## src/rtl/cluster_count_monitor.sv

```systemverilog
// Windowed sum/max/overflow statistics over len valid samples; snapshot registered 1 edge after the final sample.
// No backpressure on samples: a window completing while the previous snapshot is unacknowledged is dropped and flagged on lost_o.
module cluster_count_monitor #(
   parameter int WINDOW_W = 16,
   parameter int SUM_W    = 32,
   parameter int OVF_W    = 16
) (
   input  logic                clock,
   input  logic                reset_n,
   input  logic [10:0]         cnt_i,
   input  logic                overflow_i,
   input  logic                valid_i,
   input  logic                enable_i,
   input  logic [WINDOW_W-1:0] window_len_i,
   input  logic                snap_ack_i,
   input  logic                lost_clr_i,
   output logic                snap_valid_o,
   output logic [SUM_W-1:0]    snap_sum_o,
   output logic [10:0]         snap_max_o,
   output logic [OVF_W-1:0]    snap_ovf_o,
   output logic [WINDOW_W-1:0] snap_len_o,
   output logic                busy_o,
   output logic                lost_o
);

   typedef enum logic {IDLE, RUN} state_t;

   state_t              state_q, state_d;
   logic [WINDOW_W-1:0] len_q, samples_q;
   logic [SUM_W-1:0]    sum_q, sum_nxt;
   logic [SUM_W:0]      sum_ext;
   logic [10:0]         max_q, max_nxt;
   logic [OVF_W-1:0]    ovf_q, ovf_nxt;
   logic                start, sample, complete, abort_win, publish, drop;

   always_comb begin
      state_d   = state_q;
      start     = 1'b0;
      sample    = 1'b0;
      complete  = 1'b0;
      abort_win = 1'b0;
      case (state_q)
         IDLE: begin
            if (enable_i && window_len_i != '0) begin
               start   = 1'b1;
               state_d = RUN;
            end
         end
         RUN: begin
            sample   = valid_i;
            complete = valid_i && (samples_q + WINDOW_W'(1) == len_q);
            if (complete) begin
               state_d = (enable_i && window_len_i != '0) ? RUN : IDLE;
            end else if (!enable_i) begin
               abort_win = 1'b1;
               state_d   = IDLE;
            end
         end
         default: state_d = IDLE;
      endcase

      // Totals including the current sample; these are what a completing window publishes.
      sum_ext = {1'b0, sum_q} + (SUM_W+1)'(cnt_i);
      sum_nxt = sum_ext[SUM_W] ? '1 : sum_ext[SUM_W-1:0];
      max_nxt = (cnt_i > max_q) ? cnt_i : max_q;
      ovf_nxt = (overflow_i && ovf_q != '1) ? ovf_q + OVF_W'(1) : ovf_q;

      publish = complete && (!snap_valid_o || snap_ack_i);
      drop    = complete && snap_valid_o && !snap_ack_i;
   end

   always_ff @(posedge clock or negedge reset_n) begin
      if (!reset_n) state_q <= IDLE;
      else          state_q <= state_d;
   end

   assign busy_o = (state_q == RUN);

   always_ff @(posedge clock or negedge reset_n) begin
      if (!reset_n) begin
         len_q        <= '0;
         samples_q    <= '0;
         sum_q        <= '0;
         max_q        <= '0;
         ovf_q        <= '0;
         snap_valid_o <= 1'b0;
         snap_sum_o   <= '0;
         snap_max_o   <= '0;
         snap_ovf_o   <= '0;
         snap_len_o   <= '0;
         lost_o       <= 1'b0;
      end else begin
         if (start || complete) len_q <= window_len_i;

         if (start || complete || abort_win) begin
            samples_q <= '0;
            sum_q     <= '0;
            max_q     <= '0;
            ovf_q     <= '0;
         end else if (sample) begin
            samples_q <= samples_q + WINDOW_W'(1);
            sum_q     <= sum_nxt;
            max_q     <= max_nxt;
            ovf_q     <= ovf_nxt;
         end

         if (publish) begin
            snap_valid_o <= 1'b1;
            snap_sum_o   <= sum_nxt;
            snap_max_o   <= max_nxt;
            snap_ovf_o   <= ovf_nxt;
            snap_len_o   <= len_q;
         end else if (snap_ack_i && snap_valid_o) begin
            snap_valid_o <= 1'b0;
         end

         // A drop in the same cycle as a clear must still be reported.
         if (drop)            lost_o <= 1'b1;
         else if (lost_clr_i) lost_o <= 1'b0;
      end
   end

endmodule

```

## config.mk

```make
export PLATFORM = sky130hd
export DESIGN_NAME = cluster_count_monitor
export DESIGN_NICKNAME = d
export VERILOG_FILES = /design/src/rtl/cluster_count_monitor.sv
export SDC_FILE = /design/constraint.sdc
export NUM_CORES = 1
export LEC_CHECK = 0
export CAP_MARGIN = 20
export CORE_UTILIZATION = 37
export DETAILED_ROUTE_END_ITERATION = 10
export GPL_TIMING_DRIVEN = 0
export PLACE_DENSITY = 0.55
export SLEW_MARGIN = 20
export SYNTH_ARGS = -nofsm -noshare
export SYNTH_HDL_FRONTEND = slang
export SYNTH_SLANG_ARGS = --single-unit
```

## constraint.sdc

```tcl
create_clock -name clock -period 8.1 [get_ports clock]
set_clock_uncertainty 0.2 [all_clocks]
set_input_delay 1.62 -clock clock [delete_from_list [all_inputs] [get_ports clock]]
set_output_delay 1.62 -clock clock [all_outputs]
set_load 0.005 [all_outputs]
```

======== Yosys cells after proc, flatten, opt, wreduce, memory -nomap -nowiden ========
Index checks and enable logic that the tools add are counted.
cells by class
  add/subtract/negate cells ............... 3
  $lt $le $gt $ge ......................... 1
  eq/ne operators ......................... 2
  multiplexer cells ....................... 25
  bitwise gates (word level) .............. 1
  reduce and logical (&&, ||, !) cells .... 16
operators by type and width
  operator               count
  $mux 32                3
  $mux 16                5
  $add 32x11->33         1
  $mux 11                3
  $add 16x1->16 const B  2
  $eq 16x16->1           1
  $ne 16x16->1 const B   1
  $reduce_bool 16->1     1
  $mux 1                 13
  $gt 11x11->1           1
  $logic_and 1x1->1      7
  $reduce_bool 2->1      3
  $logic_or 1x1->1       3
  $logic_not 1->1        2
  $pmux 1 s2             1
  $not 1->1              1
storage, ports and cells
  bits in registers ....................... 169

======== Depth between registers and ports, before layout ========
Gate-level depths: netlist (run 1).
  depth after elaboration ................. 7
  depth in mapped cells ................... 12
  depth with buffers taken out ............ 9

======== Worst setup path before layout (run 1) ========
No wires, ideal clock.
  kind .................................... input-to-reg
  start point ............................. in cnt_i[0]
  end point ............................... reg snap_sum_o[20]
  library setup time ...................... 0.127 ns
  data arrival time ....................... 4.118 ns
  data required time ...................... 7.773 ns
  path slack .............................. 3.655 ns
  stages .................................. 10
  cells stage by stage .................... ha_1 fa_1 a21o_1 a311oi_1 nor3_1 nor2_1 buf_2 nor3_1 or3b_2 mux2_1
between the ends
  word-level cells in the longest chain between the ends .. 2
RTL lines
  item                  RTL line  text
  start, declared       10        input logic [10:0] cnt_i,
  $add 32x11->33        63        sum_ext = {1'b0, sum_q} + (SUM_W+1)'(cnt_i);
  $mux 32               64        sum_nxt = sum_ext[SUM_W] ? '1 : sum_ext[SUM_W-1:0];
  end signal, assigned  109       snap_sum_o <= sum_nxt;
  end, declared         18        output logic [SUM_W-1:0] snap_sum_o,
Every way passes these cells.
A chain may end at the register's enable or synchronous reset.

======== Worst setup path in the final report (run 1) ========
  start point ............................. in cnt_i[0]
  end point ............................... reg snap_sum_o[15]
Same word-level chain as after synthesis.

==> flow_summary.yaml, run 1 <==
finish:
  drive_gt1_frac: 0.1571
  nNetsFinal: 1097
  final_cells: 1380
  insertedDiodeCount: 0
  layout-area-overhead-vs-synth_pct: 21.98
worst_setup_path:
  path_cells: "clkdlybuf4s50_1 > ha_1 > fa_1 > a21o_1 > a311oi_1 > nor3_1 > o211ai_1 > clkbuf_1 > o21ai_0 > mux2_4"
  cp_slowest_cell: "o211ai_1"
  max_stage_delay_ns: 0.58
  worstPathArrival_ns: 5.49
  cp.depth: 10
  end_kind: "flip-flop"
  cp.required_ns: 8.21
  cp_num_buf_inv: 2
  worst-setup-path-type: "input port to flip-flop"
  cp_max_fo: 10
  cp_top_family: "compound AO/OA/AOI/OAI gates"
  start_kind: "input port"
  r2r_cells: 9
detailed_routing:
  avgRoutedWirePerCell_um: 18.97
  initialDrtViolationCount: 533
  drt-pass1-iter-count: 7
  routed_wl_mm: 26.18
  vias: 7557
  drc: 0
  ant_nets: 0
  vias_per_cell: 5.476
floorplanning:
  die_y_um: 163.9
  die_w_um: 163.9
  coreArea_um2: 25470
  die_area_um2: 26870
  initial_core_util: 0.3809
  pin_count: 112
  rows: 58
synthesis:
  yosysUniqueCellTypes: 75
  async_flop_share: 1.000
  syn_inst: 906
  synth-seq-cells: 169
  synth_ff_type: "dfrtp_1"
  syn_avg_cell_area_um2: 10.71
  synth-edff-count: 0
  ys_warn_count: 0
  seq_area_frac_synth: 0.4359
  syn_area_um2: 9702
  syn_nets: 965
global_route:
  grt.total_usage: 0.2041
  antenna_found_initial: 0
  grt_pass1_wl_mm: 41.86
  grt_max_degree: 71
  grt_pass1_vias: 7358
  overflow: 0
cts:
  cts_setup_buffers: 0
  cts_buffers: 17
  clk_path_buf_depth: 2
  clock_latency_ns: 0.43
  tritoncts: "done"
  ctsHoldBuffers: 0
  cts-root-buf: "clkbuf_16"
  cts_resized: 0
  ctsHtreeMaxLevel: 4
  cts.clk_slew.worst_paths_ns: 0.06
  clkSinkCount: 169
sta:
  hold_violations: 0
  drv_slew: 0
  layout_min_cycle_time_ns: 5.373
  tightestPinTransition_ns: 0.8739
  relSlewSlack: 0.4139
  timing.final.crit_share: 0.6634
  max_freq_mhz: 186.1
  finalSetupTns_ns: 0
  setup_viol: 0
  rsz0062_at_grt: "false"
outcome:
  status: "complete, no violations"
pwr:
  total_power_mw: 1.977
  irDropWorstVdd_mv: 0.08296
  leakagePower_nw: 5.341
  power_density_nw_per_um2: 167.1
min_path:
  hold_depth: 2
  hold_class: "flip-flop to flip-flop"
placement:
  post-dp-hpwl_mm: 18.89
  dp_cells: 1349
  io_buffers: 111
  gp_congestion: 0.8649
job:
  drv_cap: 0
## cell families (layout without fill, tap and decap cells)
kind of cell / Yosys count / after routing / share of synthesized area
and+or+nand+nor: 226 / 226 / 0.1259
xor gates and xnor gates: 55 / 55 / 0.05107
adders and majority gates: 25 / 25 / 0.03302
muxes: 117 / 117 / 0.1442
AOI/OAI and AO/OA: 223 / 223 / 0.1642
DFF: 169 / 169 / 0.4359
buffers and inverters: 91 / 235 / 0.04578
## cell usage after synthesis, drive strengths merged, types with 4 or more instances
| library cell | instances | area [µm²] |
|---|---|---|
| a21o | 10 | 75.07 |
| a21oi | 24 | 120.1 |
| a22o | 26 | 227.7 |
| a31o | 11 | 96.34 |
| a31oi | 20 | 125.1 |
| a32oi | 6 | 52.55 |
| and3 | 11 | 73.82 |
| and4 | 8 | 72.57 |
| buf | 30 | 214.0 |
| clkbuf | 25 | 95.09 |
| dfrtp | 169 | 4229 |
| ha | 24 | 300.3 |
| inv | 36 | 135.1 |
| mux2 | 92 | 1149 |
| mux2i | 25 | 250.2 |
| nand2 | 64 | 242.7 |
| nand2b | 7 | 43.79 |
| nand3 | 39 | 207.7 |
| nand4 | 16 | 112.6 |
| nor2 | 31 | 121.4 |
| nor2b | 5 | 31.28 |
| nor3 | 8 | 40.04 |
| nor4 | 16 | 130.1 |
| o2111ai | 4 | 47.55 |
| o211ai | 4 | 30.03 |
| o21a | 7 | 52.55 |
| o21ai | 46 | 230.2 |
| o21bai | 7 | 52.55 |
| o2bb2ai | 5 | 43.79 |
| o31a | 9 | 78.83 |
| o31ai | 24 | 185.2 |
| or3 | 10 | 62.56 |
| xnor2 | 38 | 332.8 |
| xor2 | 16 | 140.1 |
## area by class of cell
class	instances	area (µm²)
plain buffers	55	309.0
clock buffers	22	484.2
multi-input cells	646	5029
fillers	2420	13640
repair buffers	113	1171
flip-flops and latches	169	4229
clock inverters	9	63.81
well taps	330	412.9
inverters	36	135.1
## metal layers
metal	GRT usage	routed length, µm	part of all wire
met5	0	0	0
met4	0.06061	435	0.017
met3	0.03965	1064	0.041
met2	0.3201	11990	0.46
met1	0.2842	12690	0.48
## flip-flops by register name, indices dropped and copies added (netlist names)
| register | flops |
|---|---|
| busy_o | 1 |
| snap_max_o | 11 |
| snap_valid_o | 1 |
| sum_q | 32 |
| lost_o | 1 |
| snap_sum_o | 32 |
| snap_ovf_o | 16 |
| len_q | 16 |
| samples_q | 16 |
| max_q | 11 |
| ovf_q | 16 |
| snap_len_o | 16 |
## tightest hold or removal path: cells and delay by family, from the launching register on
family / cells / cell delay, ns
AND/OR/NAND/NOR: 1 / 0.05
flip-flops: 1 / 0.35
AO/OA/AOI/OAI: 1 / 0.06
## metrics by stage
step	hold slack (ns)	cell area, µm²	util	worst slack [ns]
2_1_floorplan	0.2538	9702	-	3.655
3_3_place_gp	0.2664	11230	0.4407	-2.270
3_5_place_dp	0.2794	11290	0.4431	2.268
4_1_cts	0.2938	11830	0.4646	2.709
5_1_grt	0.3147	11830	0.4646	2.514
6_report	0.2953	11830	0.4646	2.727
## cell usage in the layout, fill, tap and decap left out, drive strengths merged, types with 3 or more instances in the layout
master | synthesis | layout
o2bb2ai | 5 | 5
mux2 | 92 | 92
and4 | 8 | 8
a22o | 26 | 26
a21o | 10 | 10
buf | 30 | 33
o31ai | 24 | 24
nand3 | 39 | 39
nor4 | 16 | 16
nor2 | 31 | 31
clkinv | 0 | 4
o21bai | 7 | 7
a211oi | 3 | 3
nand4 | 16 | 16
xnor2 | 38 | 38
dfrtp | 169 | 169
o31a | 9 | 9
o211ai | 4 | 4
nor2b | 5 | 5
xor2 | 16 | 16
or3 | 10 | 10
a31o | 11 | 11
o2111ai | 4 | 4
nand2 | 64 | 64
nor3 | 8 | 8
a21oi | 24 | 24
clkdlybuf4s50 | 0 | 110
and2 | 3 | 3
clkinvlp | 0 | 3
a32oi | 6 | 6
nand2b | 7 | 7
a31oi | 20 | 20
ha | 24 | 24
o21a | 7 | 7
inv | 36 | 38
mux2i | 25 | 25
clkbuf | 25 | 47
o21ai | 46 | 46
and3 | 11 | 11
## final timing paths
| kind | from | slack, ns | end |
|---|---|---|---|
| min reg2reg | sum_q[3] | 0.30 | sum_q[3] |
| min in group asynchronous | reset_n | 0.88 | max_q[4] |
| max reg2reg | sum_q[0] | 4.11 | snap_sum_o[15] |
| max | cnt_i[0] | 2.73 | snap_sum_o[15] |
| max in group asynchronous | reset_n | 6.11 | snap_len_o[7] |
| min | sum_q[3] | 0.30 | sum_q[3] |
## power breakdown
| group | internal, mW | switching (mW) | leakage (nW) |
|---|---|---|---|
| clock network | 0.424 | 0.350 | 0.265 |
| registers | 0.874 | 0.0325 | 2.26 |
| logic | 0.130 | 0.166 | 2.82 |
Note: power is estimated with default switching activity, not from simulation.
==> run 2, diff against run 1 <==
- clock period: 8.1 -> 5.4 ns (I/O delays scaled with it)
==> results of run 2 <==
The final DEF is identical to that of run 1. Status: complete, no violations.
Among the figures that moved: setup slack after placement 2.268 ns -> 0.1081 ns; setup slack after layout 2.727 ns -> 0.5666 ns; register-to-register setup slack 4.11 ns -> 1.41 ns; total power 1.977 mW -> 2.966 mW; worst IR drop on VDD 0.08296 mV -> 0.1244 mV
